<file path="src/rtl/comp_pkg.sv">
// Shared types for the serial magnitude comparator:
// FSM state encoding, digit width and relation helpers.
package comp_pkg;

  localparam int DIGIT_W = 2;

  typedef enum logic [1:0] {
    IDLE = 2'd0,
    RUN  = 2'd1,
    DONE = 2'd2
  } state_t;

  typedef enum logic [1:0] {
    REL_EQ = 2'd0,
    REL_LT = 2'd1,
    REL_GT = 2'd2
  } rel_t;

  // Map a relation onto the one-hot {alb, aeb, agb} flags.
  function automatic logic [2:0] rel_flags(rel_t r);
    logic [2:0] f;
    f = 3'b010;
    unique case (r)
      REL_LT:  f = 3'b100;
      REL_GT:  f = 3'b001;
      default: f = 3'b010;
    endcase
    return f;
  endfunction

endpackage

</file>
<file path="src/rtl/comp_2bit.sv">
// Combinational 2-bit unsigned magnitude comparator.
// Ports: a0/b0 digit MSBs, a1/b1 digit LSBs; alb/aeb/agb result flags.
module comp_2bit (
  input  logic a0,
  input  logic a1,
  input  logic b0,
  input  logic b1,
  output logic alb,
  output logic aeb,
  output logic agb
);

  logic msb_eq;
  logic lsb_eq;

  assign msb_eq = ~(a0 ^ b0);
  assign lsb_eq = ~(a1 ^ b1);

  assign aeb = msb_eq & lsb_eq;
  assign agb = (a0 & ~b0) | (msb_eq & a1 & ~b1);
  assign alb = (~a0 & b0) | (msb_eq & ~a1 & b1);

endmodule

</file>
<file path="src/rtl/serial_mag_comp.sv">
// Serial unsigned magnitude comparator, one 2-bit digit per cycle, MSB first.
// Ports: clk, rst (sync, active high), start, a, b -> busy, done, alb/aeb/agb.
// Optional: define CMP_EARLY_EXIT_EN to finish right after the first unequal digit.
module serial_mag_comp
  import comp_pkg::*;
#(
  parameter int WIDTH = 8
) (
  input  logic             clk,
  input  logic             rst,
  input  logic             start,
  input  logic [WIDTH-1:0] a,
  input  logic [WIDTH-1:0] b,
  output logic             busy,
  output logic             done,
  output logic             alb,
  output logic             aeb,
  output logic             agb
);

  localparam int NDIG  = WIDTH / DIGIT_W;
  localparam int CNT_W = (NDIG > 1) ? $clog2(NDIG) : 1;
  localparam logic [CNT_W-1:0] LAST = CNT_W'(NDIG - 1);

  state_t           state_q, state_d;
  logic [WIDTH-1:0] a_sh_q, a_sh_d;
  logic [WIDTH-1:0] b_sh_q, b_sh_d;
  logic [CNT_W-1:0] cnt_q, cnt_d;
  rel_t             rel_q, rel_d;
  logic [2:0]       flg_q, flg_d;

  logic dig_lt;
  logic dig_eq;
  logic dig_gt;
  rel_t rel_now;
  logic finish;

  comp_2bit u_dig (
    .a0  (a_sh_q[WIDTH-1]),
    .a1  (a_sh_q[WIDTH-2]),
    .b0  (b_sh_q[WIDTH-1]),
    .b1  (b_sh_q[WIDTH-2]),
    .alb (dig_lt),
    .aeb (dig_eq),
    .agb (dig_gt)
  );

  // The first unequal digit decides; later digits cannot override it.
  always_comb begin
    rel_now = rel_q;
    if (rel_q == REL_EQ) begin
      if (dig_lt)      rel_now = REL_LT;
      else if (dig_gt) rel_now = REL_GT;
      else             rel_now = REL_EQ;
    end
  end

  always_comb begin
    finish = (cnt_q == LAST);
`ifdef CMP_EARLY_EXIT_EN
    if (!dig_eq) finish = 1'b1;
`endif
  end

  always_comb begin
    state_d = state_q;
    a_sh_d  = a_sh_q;
    b_sh_d  = b_sh_q;
    cnt_d   = cnt_q;
    rel_d   = rel_q;
    flg_d   = flg_q;
    unique case (state_q)
      IDLE, DONE: begin
        if (start) begin
          a_sh_d  = a;
          b_sh_d  = b;
          cnt_d   = '0;
          rel_d   = REL_EQ;
          state_d = RUN;
        end else begin
          state_d = IDLE;
        end
      end
      RUN: begin
        a_sh_d = a_sh_q << DIGIT_W;
        b_sh_d = b_sh_q << DIGIT_W;
        cnt_d  = cnt_q + 1'b1;
        rel_d  = rel_now;
        if (finish) begin
          state_d = DONE;
          flg_d   = rel_flags(rel_now);
        end
      end
      default: state_d = IDLE;
    endcase
  end

  always_ff @(posedge clk) begin
    if (rst) begin
      state_q <= IDLE;
      a_sh_q  <= '0;
      b_sh_q  <= '0;
      cnt_q   <= '0;
      rel_q   <= REL_EQ;
      flg_q   <= '0;
    end else begin
      state_q <= state_d;
      a_sh_q  <= a_sh_d;
      b_sh_q  <= b_sh_d;
      cnt_q   <= cnt_d;
      rel_q   <= rel_d;
      flg_q   <= flg_d;
    end
  end

  assign busy = (state_q == RUN);
  assign done = (state_q == DONE);
  assign alb  = flg_q[2];
  assign aeb  = flg_q[1];
  assign agb  = flg_q[0];

endmodule

</file>
<file path="config.mk">
export PLATFORM = sky130hd
export DESIGN_NAME = serial_mag_comp
export DESIGN_NICKNAME = d
export VERILOG_FILES = /design/src/rtl/comp_pkg.sv /design/src/rtl/comp_2bit.sv /design/src/rtl/serial_mag_comp.sv
export SDC_FILE = /design/constraint.sdc
export NUM_CORES = 1
export LEC_CHECK = 0
export BUFFER_PORTS_ARGS = -buffer_cell sky130_fd_sc_hd__buf_2
export CAP_MARGIN = 20
export CORE_ASPECT_RATIO = 1.75
export CORE_MARGIN = 2
export CORE_UTILIZATION = 50
export DETAILED_ROUTE_END_ITERATION = 8
export PLACE_DENSITY = 0.7
export SLEW_MARGIN = 25
export SYNTH_ARGS = -nofsm -noshare
export SYNTH_HDL_FRONTEND = slang
export SYNTH_SLANG_ARGS = --single-unit
</file>
<file path="constraint.sdc">
create_clock -name clk -period 2.3 [get_ports clk]
set_clock_uncertainty 0.15 [all_clocks]
set_input_delay 0.345 -clock clk [delete_from_list [all_inputs] [get_ports clk]]
set_output_delay 0.345 -clock clk [all_outputs]
set_load 0.01 [all_outputs]
</file>
==> results of run 1 <==
==> cell type report <==
class,count,share of cell area (%)
multi-input cells,90,44.6
inverters,3,0.888
clock inverters,1,0.592
well taps,24,2.37
clock buffers,3,1.78
repair buffers,25,10.3
flip-flops and latches,25,39.5
==> synthesized netlist by cell type <==
master / instances / area share [%]
sky130_fd_sc_hd__o21ai_0: 1 / 0.44
sky130_fd_sc_hd__dfxtp_1: 25 / 44
sky130_fd_sc_hd__a211oi_1: 13 / 8.6
sky130_fd_sc_hd__a22oi_1: 5 / 3.3
sky130_fd_sc_hd__nand2b_1: 1 / 0.55
sky130_fd_sc_hd__buf_12: 1 / 1.8
sky130_fd_sc_hd__mux2i_1: 10 / 8.8
sky130_fd_sc_hd__clkbuf_1: 3 / 0.99
sky130_fd_sc_hd__a21oi_1: 4 / 1.8
sky130_fd_sc_hd__buf_4: 2 / 1.3
sky130_fd_sc_hd__buf_2: 3 / 1.3
sky130_fd_sc_hd__inv_1: 2 / 0.66
sky130_fd_sc_hd__nor3b_1: 2 / 1.3
sky130_fd_sc_hd__a21o_1: 2 / 1.3
sky130_fd_sc_hd__nor2_2: 1 / 0.55
sky130_fd_sc_hd__nor2b_2: 1 / 0.77
sky130_fd_sc_hd__ha_1: 5 / 5.5
sky130_fd_sc_hd__or2_2: 1 / 0.55
sky130_fd_sc_hd__or2_1: 1 / 0.55
sky130_fd_sc_hd__nand2_1: 6 / 2.0
sky130_fd_sc_hd__inv_2: 1 / 0.33
sky130_fd_sc_hd__nor2b_1: 2 / 1.1
sky130_fd_sc_hd__o21ba_2: 1 / 0.88
sky130_fd_sc_hd__nand3_1: 3 / 1.3
sky130_fd_sc_hd__nor2_1: 29 / 9.6
sky130_fd_sc_hd__nor3_1: 2 / 0.88
==> how the worst min path moves through the flow <==
stage	slack (ns)	cells after the start	end
3_5_place_dp	0.30	2	flg_q[2]
3_3_place_gp	0.29	2	flg_q[2]
5_1_grt	0.13	3	a_sh_q[0]
4_1_cts	0.12	3	b_sh_q[1]
2_1_floorplan	0.32	2	a_sh_q[0]
6_report	0.13	3	b_sh_q[1]
==> kinds of logic after synthesis <==
| family | after synthesis |
|---|---|
| simple gates | 49 |
| compound gates | 26 |
| fa+ha+maj | 5 |
| mux | 10 |
| buf+inv | 12 |
| flops | 25 |
==> metal layers <==
layer,global-route usage [%],wire [µm]
met4,6.47,17
met1,22.8,917
met3,2.00,70
met5,0,0
met2,34.7,1170
==> registers in the layout, indices dropped and copies added, names as in the netlist <==
| name | flops |
|---|---|
| a_sh_q | 8 |
| b_sh_q | 8 |
| cnt_q | 2 |
| flg_q | 3 |
| rel_q | 2 |
| state_q | 2 |
==> power by group <==
group	total [mW]	switching (mW)	internal (mW)	leakage (nW)
registers	0.483	0.0191	0.464	0.205
logic	0.162	0.0878	0.0737	0.357
clock network	0.198	0.131	0.0663	0.0139
==> metrics by stage <==
step	total power [mW]	hold WS [ns]	cells
final	0.842	0.127	171
after global routing	0.897	0.127	171
after CTS	0.855	0.120	171
after detailed placement	0.655	0.302	167
after global placement	0.648	0.291	167
after floorplan	0.618	0.316	127
==> worst max-delay path, stage by stage, from the launching register on <==
cell,delay (ns)
sky130_fd_sc_hd__dfxtp_1,0.37
sky130_fd_sc_hd__inv_1,0.06
sky130_fd_sc_hd__ha_1,0.28
sky130_fd_sc_hd__nor2b_1,0.14
sky130_fd_sc_hd__o21ai_0,0.08
sky130_fd_sc_hd__a211oi_1,0.34
sky130_fd_sc_hd__nor2_1,0.09
sky130_fd_sc_hd__ha_1,0.28
sky130_fd_sc_hd__nand3_1,0.06
sky130_fd_sc_hd__a21oi_1,0.12
==> out/results.txt, run 1 <==
Setup slack closes at 0.272 ns. Before antenna repair, the detailed router went through 4 iterations. The die boundary height came out at 67.1 µm.

The maximum buffer depth of the clock tree came out at 2. Entering global routing, the biggest net connects 27 pins. The clock network latency to the later pin of the worst-skew pair is 0.31 ns, and the total nets after synthesis is 151. STA classifies the critical path endpoint as a flip-flop.

Averaged over all synthesized cells, the footprint is 8.97 µm². After synthesis, the largest family of logic cells by area is simple AND/OR/NAND/NOR gates. The die is 40.1 µm wide. The startpoint identified for the worst hold timing path is b[1]. CTS H-tree depth: 1.

Counting distinct cell types in the post-synthesis netlist gives 26. Once layout is complete, the utilization of the core stands at 59.8%. For the worst flop-to-flop path, the logic depth is 9. The number of nets with antenna violations after detailed routing is 0, and the post-route standard cell area excluding fillers is 1270 µm². The maximum operating frequency is 0.493 GHz, and the count of fill cells added during filler insertion is 195. The launching instance or port of the critical path is b_sh_q[7]. The flow ran to the end, and the final reports show no timing, DRC or antenna violations. Cells with a size suffix above 1 make up 23.1% of the layout.

TritonCTS created 3 clock buffers. For the top-level I/O count, the log shows 24. For the number of global-route vias before repair, the log shows 934.

Along the worst path, the maximum fanout reaches 3. The terminus of the critical flop-to-flop path is flg_q[1]. The setup-violating endpoint count in the final report was 0.

The tools report the data required time of the critical path as 2.40 ns. The initial antenna violation count was 0; the cell area after synthesis was 1140 µm². The final-layout setup total negative slack was 0 ns. The hold-fix buffer count after cts was 0; the number of buffers inserted to repair setup after CTS was 0. Row generation in the floorplan step produced 22 rows. The count of final max-slew check failures was 0. By startpoint and endpoint, the worst setup path is classified as flip-flop to flip-flop.

The number of warning messages in the yosys log came out at 0. The clock transition at the register clock pins on the worst setup and hold paths after CTS was 0.14 ns; the gate count after technology mapping was 127. Summing over every cut layer, the via total after detailed routing is 950. Counting I/O delays and the setup requirement, the final critical path takes 2.03 ns.

For this run the aggregate overflow at the end of global routing stands at 0. Synthesis inferred 25 register bits. The half-perimeter wire length of the detailed placement result was 1.55 mm. Setup repair after global routing left no endpoint under its margin. At the pin with the least slew margin, the transition time is 0.455 ns. The tools report the violation count after the first detailed-route iteration as 24. The floorplan step defined a core boundary enclosing 2120 µm². The number of hold violations in the final report is 0.

The critical register-to-register path startpoint is b_sh_q[7]. The setup slack after placement was 0.299 ns. The register area share after synthesis is 44.0%, and the compound-gate portion of the synthesized area is 16.3%.

Most common cell after layout, fill and taps aside: sky130_fd_sc_hd__nor2_1. The synthesized netlist devotes 0% of its cell area to XOR and XNOR gates. Of the post-synthesis cell area, the part taken by muxes is 8.79%.

The post-synthesis share of cell area spent on and, or, nand and nor gates is 19.1%. Registers take 500 µm². The power per cell area came out at 665 nW/µm².

CTS placed an instance of sky130_fd_sc_hd__clkbuf_4 at the clock tree root. The leakage dissipation came out at 0.576 nW. The tools report the overall global routing resource usage as 19.5%. The top cell types in the final layout, fill and taps aside, are sky130_fd_sc_hd__nor2_1 (29), sky130_fd_sc_hd__dfxtp_1 (25), sky130_fd_sc_hd__buf_2 (23), sky130_fd_sc_hd__a211oi_1 (13), sky130_fd_sc_hd__mux2i_1 (10). The run gives 69.7% as the worst slew margin relative to its limit. The number of vias per cell was 5.56. For this block, the routed nets add up to 2.18 mm of wire.

After detailed routing, the number of remaining DRC violations is 0. STA classifies the critical path startpoint as a flip-flop. The tools report the critical path data arrival time as 2.13 ns. Max-cap violations in this run came to 0. After detailed routing, the average wire length per cell comes to 12.7 µm. The register-to-register path setup slack is 0.27 ns, and the final net count is 172. Period utilization: 88.2%. Routability-driven placement finished with a final weighted congestion of 0.675.

TritonCTS built the clock tree. The classification of the worst-slack hold path was input port to flip-flop. Once the clock tree was built, the resizer swapped 0 gates to a different size. Summing all multi-input logic gate instances after layout gives 566 µm². The critical path endpoint is flg_q[1]. The first global-routing pass estimated 3.77 mm of wire. After detailed placement, the total cell area comes to 1240 µm². The initial core utilization was 53.7%. The logs give 0 for the number of antenna diodes and 0.000475 V for the highest ir drop seen on vdd. The count of buffers added on input and output ports is 23. After Yosys synthesis, full adders, half adders and majority gates account for 5.49% of the synthesized area. The area growth from synthesis to final layout was 11.3%; the total die area was 2690 µm². The tree built by TritonCTS fans out to 25 sinks.
(Power assumes the default switching activity.)
==> run 2, diff against run 1 <==
--- a/config.mk
+++ b/config.mk
@@ -7,7 +7,6 @@
 export LEC_CHECK = 0
 export BUFFER_PORTS_ARGS = -buffer_cell sky130_fd_sc_hd__buf_2
 export CAP_MARGIN = 20
-export CORE_ASPECT_RATIO = 1.75
 export CORE_MARGIN = 2
 export CORE_UTILIZATION = 50
 export DETAILED_ROUTE_END_ITERATION = 8
==> out/results.txt, run 2 (synthesis results as in run 1) <==
Launch instance of the worst min-delay path: b[1] (unchanged). The count of vias placed by the detailed router was 915 (was 950); the highest ir drop seen on vdd was 0.000416 V (was 0.000475 V). The maximum buffer depth of the clock tree is 2 (unchanged). The die width was 51.7 µm (was 40.1 µm). The logs give 0 (unchanged) for the total of cells resized after clock tree synthesis and 28.4% (was 34.7%) for the global routing met2 resource utilization. For the clock network latency to the later pin of the worst-skew pair, the log shows 0.31 ns (about the same). The logs give 833 µW (was 842 µW) for the total power draw and 0 ns (unchanged) for the final-layout setup total negative slack. The pin count of the biggest net entering global routing was 27 (unchanged). Most used routing layer in global routing: met2 (unchanged). The share of layout cells above drive strength 1 was 23.1% (unchanged); the row count was 17 (was 22).

Path type of the worst setup path: flip-flop to flip-flop (unchanged). The global routing met3 resource utilization was 2.59% (was 2.00%); the number of antenna diodes was 0 (unchanged). The initial antenna violation count was 0 (unchanged). The area growth from synthesis to final layout is 11.5% (was 11.3%).

The critical register-to-register path startpoint is b_sh_q[7] (unchanged). The TritonCTS buffer count is 3 (unchanged). The run gives 0 (unchanged) as the count of max-cap constraint violations. The die boundary height is 51.7 µm (was 67.1 µm). The global routing usage on met1 came out at 23.7% (was 22.8%).

The logs give 2.01 ns (was 2.13 ns) for the critical path data arrival time and 0 (unchanged) for the hold-fix buffer count after cts. The post-layout minimum cycle time was 1.97 ns (was 2.03 ns). The final worst hold slack is 0.128 ns (was 0.127 ns). For the data required time of the critical path, the log shows 2.34 ns (was 2.40 ns).

The number of global-route vias before repair came out at 839 (was 934). Highest-count cells in the layout ignoring fill and taps: sky130_fd_sc_hd__nor2_1 (29), sky130_fd_sc_hd__dfxtp_1 (25), sky130_fd_sc_hd__buf_2 (23), sky130_fd_sc_hd__a211oi_1 (13), sky130_fd_sc_hd__mux2i_1 (10) (unchanged). For the number of buffers inserted to repair setup after CTS, the log shows 0 (unchanged). The tools report the setup-violating endpoint count in the final report as 0 (unchanged).

The sink count of the clock tree is 25 (unchanged), and the number of vias per cell is 5.23 (was 5.56). Final wirelength: 2.11 mm (was 2.18 mm). For the half-perimeter wire length of the detailed placement result, the log shows 1.53 mm (was 1.55 mm).

The launching instance or port of the critical path is b_sh_q[7] (unchanged). The run gives 0 (unchanged) as the count of final max-slew check failures. The tools report the number of nets with antenna violations after detailed routing as 0 (unchanged). The routed wirelength normalized by instance count was 12.1 µm (was 12.7 µm); the initial core utilization was 52.0% (was 53.7%). The period utilization is 85.5% (was 88.2%). TritonCTS built the clock tree.

For the worst-case setup margin in the final layout, the log shows 0.333 ns (was 0.272 ns). For the number of hold violations in the final report, the log shows 0 (unchanged). Critical path endpoint category: a flip-flop (unchanged). For the total die area, the log shows 2670 µm² (was 2690 µm²). Classification of the worst-slack hold path: input port to flip-flop (unchanged). The most common cell after layout, fill and taps aside was sky130_fd_sc_hd__nor2_1 (unchanged).

Registers with the most flip-flops: a_sh_q (8), b_sh_q (8), flg_q (3) (unchanged). The final net count came out at 172 (unchanged). The top-level I/O count came out at 24 (unchanged).

The tools report the share of the core filled with cells as 58.0% (was 59.8%). The count of input and output buffers was 23 (unchanged). The tools report the overall global routing resource usage as 17.8% (was 19.5%). The count of unresolved DRC violations after routing was 0 (unchanged); the worst slew margin relative to its limit was 69.0% (was 69.7%). The tools report the sort of element at the start of the critical path as a flip-flop (unchanged). The CTS H-tree depth was 1 (unchanged); the measured slew at the worst slew-check pin was 0.465 ns (was 0.455 ns). The clock transition at the register clock pins on the worst setup and hold paths after CTS works out to 0.13 ns (was 0.14 ns). The number of detailed-routing iterations run before antenna repair was 4 (unchanged). The total congestion overflow after global routing is 0 (unchanged), and the final weighted congestion of routability-driven global placement is 0.691 (was 0.675). The tools report the placeable core area as 2190 µm² (was 2120 µm²). The tools report the leakage dissipation as 0.580 nW (was 0.576 nW). The tools report the clock root buffer as sky130_fd_sc_hd__clkbuf_4 (unchanged). The setup slack after placement was 0.354 ns (was 0.299 ns); the violation count after the first detailed-route iteration was 17 (was 24). Setup repair after global routing left no endpoint under its margin. The maximum operating frequency was 0.508 GHz (was 0.493 GHz); the maximum net fanout on the critical path was 3 (unchanged). The flow ran to the end, and the final reports show no timing, DRC or antenna violations. The power per cell area is 656 nW/µm² (was 665 nW/µm²), and the global-route wire length before repair is 3.55 mm (was 3.77 mm).
==> run 2: cell types whose count changed in the layout (fill, tap and decap cells not counted), sizes merged <==
| cell | previous run | this run |
|---|---|---|
| clkinv | 0 | 1 |
| clkinvlp | 1 | 0 |
==> run 2: area by class of cell <==
type	instances	area, µm²
timing repair buffer	25	130
sequential	25	500
clock buffer	3	22.5
fill	202	921
multi-input combinational	90	566
tap	28	35.0
clock inverter	1	5.00
inverter	3	11.3
==> run 2: final timing paths <==
check,end,slack (ns),cells after the start
max,flg_q[1],0.33,9
min,b_sh_q[1],0.13,3
max reg2reg,flg_q[1],0.33,9
min reg2reg,flg_q[0],0.32,2
==> run 2: worst max-delay path, stage by stage, from the launching register on <==
cell and delay (ns):
sky130_fd_sc_hd__dfxtp_1 0.35, sky130_fd_sc_hd__inv_1 0.06, sky130_fd_sc_hd__ha_1 0.28, sky130_fd_sc_hd__nor2b_1 0.11
sky130_fd_sc_hd__o21ai_0 0.08, sky130_fd_sc_hd__a211oi_1 0.33, sky130_fd_sc_hd__nor2_1 0.08, sky130_fd_sc_hd__ha_1 0.28
sky130_fd_sc_hd__nand3_1 0.07, sky130_fd_sc_hd__a21oi_1 0.06
==> run 2: through the flow <==
stage                     cell area [µm²]  instances
final                                1270        175
after global routing                 1270        175
after CTS                            1270        175
after detailed placement             1240        171
after global placement               1240        171
after floorplan                      1140        127
==> run 2: power breakdown <==
| group | switching [mW] | internal (mW) | leakage [nW] |
|---|---|---|---|
| combinational | 0.0879 | 0.0736 | 0.357 |
| sequential | 0.0181 | 0.464 | 0.205 |
| clock | 0.124 | 0.0649 | 0.0177 |
| total | 0.230 | 0.603 | 0.580 |
==> run 2: layer usage <==
layer  wire length [µm]  vias to the layer above
li1                   -                      480
met1               1000                      418
met2               1010                       13
met3                 65                        4
met4                 31                        0
met5                  0                        -
